**src/rtl/cbus_arbiter_n.sv**
```systemverilog
// Burst-locked N-master cache-bus arbiter (fixed or round-robin); 1-cycle arbitration, mandatory IDLE bubble between grants.
// Only the owner sees oresp; others get ready=0 until the owner's ready&&last, so a granted burst cannot be interrupted.
package common;
   typedef enum logic [7:0] {
      MLEN1  = 8'd0,
      MLEN2  = 8'd1,
      MLEN4  = 8'd3,
      MLEN8  = 8'd7,
      MLEN16 = 8'd15
   } mlen_t;

   typedef struct packed {
      logic        valid;
      logic        is_write;
      logic [2:0]  size;
      logic [63:0] addr;
      logic [7:0]  strb;
      logic [63:0] data;
      mlen_t       len;
      logic [1:0]  burst;
   } cbus_req_t;

   typedef struct packed {
      logic        ready;
      logic        last;
      logic [63:0] data;
   } cbus_resp_t;
endpackage

module cbus_arbiter_n
   import common::*;
#(
   parameter int NUM_MASTERS = 4,
   parameter bit ROUND_ROBIN = 1'b1,
   parameter int IDX_W       = (NUM_MASTERS > 1) ? $clog2(NUM_MASTERS) : 1
) (
   input  logic             clk,
   input  logic             reset,
   input  cbus_req_t        ireqs  [NUM_MASTERS],
   output cbus_resp_t       iresps [NUM_MASTERS],
   output cbus_req_t        oreq,
   input  cbus_resp_t       oresp,
   output logic             grant_valid,
   output logic [IDX_W-1:0] grant_idx
);
   typedef enum logic {IDLE, BUSY} state_t;

   state_t           state, state_nxt;
   logic [IDX_W-1:0] idx_q, idx_nxt;
   logic [IDX_W-1:0] rr_ptr, rr_ptr_nxt;
   logic [IDX_W-1:0] pick_idx;
   logic             pick_vld;
   logic             done;

   // k-th candidate in scan order: rotated from rr_ptr in round-robin, plain index otherwise
   function automatic logic [IDX_W-1:0] slot(input logic [IDX_W-1:0] base, input int k);
      if (ROUND_ROBIN) return IDX_W'((int'(base) + k) % NUM_MASTERS);
      return IDX_W'(k);
   endfunction

   // Scan from the far end so the earliest candidate in scan order is written last and wins
   always_comb begin
      pick_vld = 1'b0;
      pick_idx = '0;
      for (int k = NUM_MASTERS - 1; k >= 0; k--) begin
         if (ireqs[slot(rr_ptr, k)].valid) begin
            pick_vld = 1'b1;
            pick_idx = slot(rr_ptr, k);
         end
      end
   end

   assign done = oresp.ready && oresp.last;

   always_ff @(posedge clk or posedge reset) begin
      if (reset) begin
         state  <= IDLE;
         idx_q  <= '0;
         rr_ptr <= '0;
      end else begin
         state  <= state_nxt;
         idx_q  <= idx_nxt;
         rr_ptr <= rr_ptr_nxt;
      end
   end

   always_comb begin
      state_nxt  = state;
      idx_nxt    = idx_q;
      rr_ptr_nxt = rr_ptr;
      oreq       = '0;
      for (int i = 0; i < NUM_MASTERS; i++) iresps[i] = '0;
      case (state)
         IDLE: begin
            if (pick_vld) begin
               state_nxt = BUSY;
               idx_nxt   = pick_idx;
            end
         end
         BUSY: begin
            oreq = ireqs[idx_q];
            for (int i = 0; i < NUM_MASTERS; i++) begin
               if (idx_q == IDX_W'(i)) iresps[i] = oresp;
            end
            if (done) begin
               state_nxt = IDLE;
               idx_nxt   = '0;
               if (ROUND_ROBIN) rr_ptr_nxt = IDX_W'((int'(idx_q) + 1) % NUM_MASTERS);
            end
         end
         default: state_nxt = IDLE;
      endcase
   end

   assign grant_valid = (state == BUSY);
   assign grant_idx   = idx_q;

   // The owner must keep valid asserted until its burst completes
   a_owner_valid: assert property (@(posedge clk) disable iff (reset) (state == BUSY) |-> oreq.valid);
endmodule

```
**config.mk**
```make
export PLATFORM = sky130hd
export DESIGN_NAME = cbus_arbiter_n
export DESIGN_NICKNAME = d
export VERILOG_FILES = /design/src/rtl/cbus_arbiter_n.sv
export SDC_FILE = /design/constraint.sdc
export NUM_CORES = 1
export LEC_CHECK = 0
export BUFFER_PORTS_ARGS = -buffer_cell sky130_fd_sc_hd__buf_2
export CORE_AREA = 2 2 429 431
export DETAILED_ROUTE_END_ITERATION = 6
export DIE_AREA = 0 0 431 433
export GPL_TIMING_DRIVEN = 0
export MAX_ROUTING_LAYER = met4
export PLACE_DENSITY = 0.3
export SETUP_SLACK_MARGIN = 0.15
export SKIP_CTS_REPAIR_TIMING = 1
export SYNTH_ARGS = -nofsm -noshare
export SYNTH_HDL_FRONTEND = slang
export SYNTH_SLANG_ARGS = --single-unit
```
**constraint.sdc**
```tcl
create_clock -name clk -period 2.1 [get_ports clk]
set_input_delay 0.105 -clock clk [delete_from_list [all_inputs] [get_ports clk]]
set_output_delay 0.105 -clock clk [all_outputs]
set_load 0.03 [all_outputs]
```
Yosys cells after proc, flatten, opt, wreduce, memory -nomap -nowiden:

Index checks and enable logic that the tools add are counted.

* $add $sub $neg: 4
* order comparisons: 5
* equal/unequal tests: 5
* multiplexer cells: 43
* bitwise operators: 6
* reduce and logical (&&, ||, !) cells: 4

Operators by type and width (number)
* $mux 151: 11
* $bmux 151 s2: 5
* $mux 264: 1
* $mux 66: 4
* $mux 2: 10
* $ge 3x3->1 const B: 5
* $not 2->3: 5
* $mux 1: 10
* $add 2x1->2 const B: 2
* $add 2x2->2 const B: 2
* $eq 2x2->1 const B: 2
* $pmux 2 s2: 1
* $reduce_and 2->1: 2
* $eq 2x1->1 const B: 1
* $logic_not 2->1: 1
* $ne 2x1->1 const B: 1
* $ne 2x2->1 const B: 1
* $pmux 1 s2: 1
* $logic_and 1x1->1: 1
* $not 1->1: 1

* register bits after elaboration: 5
* output and inout bits: 418
* logic and storage cells: 70

Longest topological paths before layout:

* depth after elaboration: 13
* depth in mapped cells: 8
* gate-level depth less buffers: 4

Worst setup path after synthesis:

Ideal clock, no wire load.

* kind: reg2out
* start point: register idx_q[1] (netlist: grant_idx[1])
* end point: output port iresps[158] (netlist bit)
* data arrival time: 2084 ps
* slack: -89 ps
* stages on the path, launching flop included: 9
* path through: dfrtp_1 buf_2 buf_2 buf_2 inv_1 ha_1 clkbuf_1 clkbuf_1 and3_1

RTL lines
* start, declared: line 49 `logic [IDX_W-1:0] idx_q, idx_nxt;`
* start signal, assigned: line 82 `idx_q <= idx_nxt;`
* end, declared: line 40 `output cbus_resp_t iresps [NUM_MASTERS],`

==> impl_metrics.yaml <==
run_status:
  outcome: "finished with violations"
  violations: "negative setup slack"
global_route:
  grt_util_met1_pct: 15.6
  met3_usage_pct: 7.25
  antenna_found_initial: 178
  grt_max_degree: 11
  overflow: 0
  grt_pass1_wl_um: 164000
  grt_pass1_vias: 11700
  track_usage_pct: 14.6
  met2_usage_pct: 25.0
  grt-busiest-layer: "met2"
clock_tree:
  cts_tree: "yes"
  numCtsBuffers: 3
  clk_path_buf_depth: 2
  cts_root_buf: "clkbuf_16"
  h-tree-depth: 1
  cts_sinks: 5
  path_clk_slew_ps: 30
  clkLatencyLatePin_ps: 230
timing:
  worst_pin_slew_ps: 647
  finalMaxSlewViolations: 0
  max_freq_mhz: 413
  rsz0062_at_grt: "true"
  timing.final.ws_setup_ps: -319
  clock_skew_ps: 2.05
  slew-limit-headroom_pct: 56.9
  finalCritPeriodShare_pct: 115
  fin_crit_ps: 2420
  setup_viol: 346
  finalHoldViolCount: 0
min_path:
  min_path_cells: 3
  hold_path.class: "input port to flop"
  min_from: "ireqs[452]"
logic_synthesis:
  netlist_area_um2: 6850
  synth_seq_cells: 5
  ys_seq_area_share_pct: 1.83
  synth_area_per_cell_um2: 9.57
  synth_nets: 1392
  yosys.area.top_type: "mux4_2"
  synthCells: 716
  ys_types: 28
  netlist_top_cells_area: "mux4_2 (50%), and3_1 (24%), and2_1 (14%)"
  yosysTopAreaCellShare_pct: 49.6
  yosysWarnings: 0
setup_path:
  reg2reg_slack_ps: 450
  cp.arrival_ps: 2310
  startpoint_type: "flop"
  end_kind: "output pin"
  path_max_fanout: 6
  r2r_end: "rr_ptr[1]$_DFFE_PP0P_"
  path_class: "flop to output pin"
  required_ps: 2000
  critical_path.startpoint: "grant_idx[0]$_DFFE_PP0P_"
  reg2reg_depth: 6
  crit_path_end: "oreq[143]"
  rr_startpoint: "grant_idx[1]$_DFFE_PP0P_"
power:
  ir_drop_mv: 0.269
  power.density_nw_per_um2: 863
  finalPower_mw: 17.7
  leakagePower_nw: 9.26
detailed_routing:
  final_antenna_net_count: 0
  wl_per_cell_um: 33.3
  routed_wl_um: 146000
  drc: 0
  drt_iter0_drc: 1136
  dr.pass1.iters: 5
  vias: 13200
  vias_per_cell: 3.01
layout:
  stdcell_count: 4388
  fill_cells: 21100
  syn2layout_area_growth_pct: 200
  multi_input_area_um2: 7220
  seq_area_um2: 128
  drive_above_1_share_pct: 89.1
  layout.nets: 2566
floorplanning:
  core_um2: 182000
  fp.dieArea_um2: 187000
  die_h_um: 433
  die_w_um: 431
  start_util_pct: 3.76
  rows: 157
  ios: 1090
place:
  dpl.cell_count: 4189
  dp_hpwl_um: 131000
  portBuffers: 1088
  globalplace.congestion: 0.982
flow_run:
  drv_cap: 0
power by group:
part	total (mW)	internal, mW	switching, mW
Clock	0.316	0.252	0.0643
Combinational	17.2	7.77	9.46
Sequential	0.170	0.124	0.0461
Total	17.7	8.14	9.57
cells in the mapped netlist, drive strengths merged:
| cell type | count |
|---|---|
| o21ai | 1 |
| nor2 | 1 |
| or2 | 1 |
| nor4 | 1 |
| mux4 | 151 |
| and2 | 151 |
| clkbuf | 80 |
| nand2 | 3 |
| o31ai | 2 |
| nor3 | 2 |
| and3 | 264 |
| dfrtp | 5 |
| nor3b | 1 |
| o21a | 1 |
| a21o | 1 |
| o211ai | 1 |
| inv | 5 |
| nand2b | 2 |
| nand3 | 3 |
| buf | 29 |
| ha | 4 |
| mux2 | 1 |
| o2bb2ai | 1 |
| a21boi | 1 |
| a21oi | 4 |
area by class of cell:
type                            instances  share of cell area [%]
Clock buffer                            4                   0.384
Antenna cell                          114                    1.39
Tap cell                             2385                    14.5
Timing Repair Buffer                 1170                    41.9
Buffer                                108                    5.74
Inverter                                5                   0.213
Sequential cell                         5                   0.622
Multi-Input combinational cell        597                    35.2
critical path, stage by stage, from the launching register on:
cell and delay (ps):
dfrtp_2 360, buf_12 140, buf_16 160, buf_16 160, buf_12 140, buf_12 120
mux4_2 620, and2_4 210, buf_6 130
flip-flops by register name (all words and copies together) (netlist names):
| register | cells |
|---|---|
| grant_idx | 2 |
| grant_valid | 1 |
| rr_ptr | 2 |
worst min path at each step:
stage                                          end  slack (ps)
after CTS                    rr_ptr[1]$_DFFE_PP0P_        -210
after floorplan              grant_valid$_DFF_PP0_        -120
final                     grant_idx[1]$_DFFE_PP0P_         270
after global routing      grant_idx[1]$_DFFE_PP0P_         320
after global placement       rr_ptr[0]$_DFFE_PP0P_          20
after detailed placement     rr_ptr[1]$_DFFE_PP0P_          20
layer usage:
layer	wire, µm	vias up
li1	-	5350
met3	19500	171
met2	72600	955
met1	51000	6722
met5	0	-
met4	3150	0
metrics by stage:
stage | TNS [ps] | hold slack (ps) | worst slack (ps) | cell area [µm²] | util [%]
floorplan | 0 | -117 | 156 | 7100 | -
global placement | -325090 | 24.1 | -1610 | 15500 | 8.53
detailed placement | -308530 | 23.3 | -1590 | 15500 | 8.53
CTS | -409670 | -210 | -1850 | 15600 | 8.57
global route | -65190 | 320 | -350 | 20500 | 11.2
finish | -48610 | 275 | -319 | 20500 | 11.3
cells by family after synthesis:
family	Yosys count	share of synthesized area, %
muxes	152	49.8
AOI/OAI and AO/OA	12	1.15
and+or+nand+nor	429	39.0
buffers and inverters	114	7.53
adders and majority gates	4	0.731
DFF	5	1.83
placed cells by master, fill, tap and decap left out, types with 2 or more instances in the layout:
master | netlist | routed
nor3_1 | 2 | 2
mux4_2 | 151 | 151
ha_4 | 0 | 3
and2_4 | 0 | 99
a21oi_1 | 4 | 4
o31ai_1 | 2 | 2
buf_2 | 19 | 798
and3_2 | 0 | 21
inv_1 | 5 | 3
clkinv_8 | 0 | 2
and2_1 | 151 | 52
diode_2 | 0 | 114
clkbuf_4 | 0 | 40
and3_4 | 0 | 140
nand2_1 | 3 | 3
clkbuf_1 | 80 | 17
buf_16 | 0 | 9
nand3_1 | 3 | 3
clkbuf_2 | 0 | 24
buf_8 | 0 | 28
dfrtp_1 | 5 | 3
buf_4 | 1 | 34
dfrtp_2 | 0 | 2
buf_6 | 8 | 263
clkbuf_16 | 0 | 29
nand2b_1 | 2 | 2
and3_1 | 264 | 103
buf_12 | 0 | 38
Note: power is estimated with default switching activity, not from simulation.
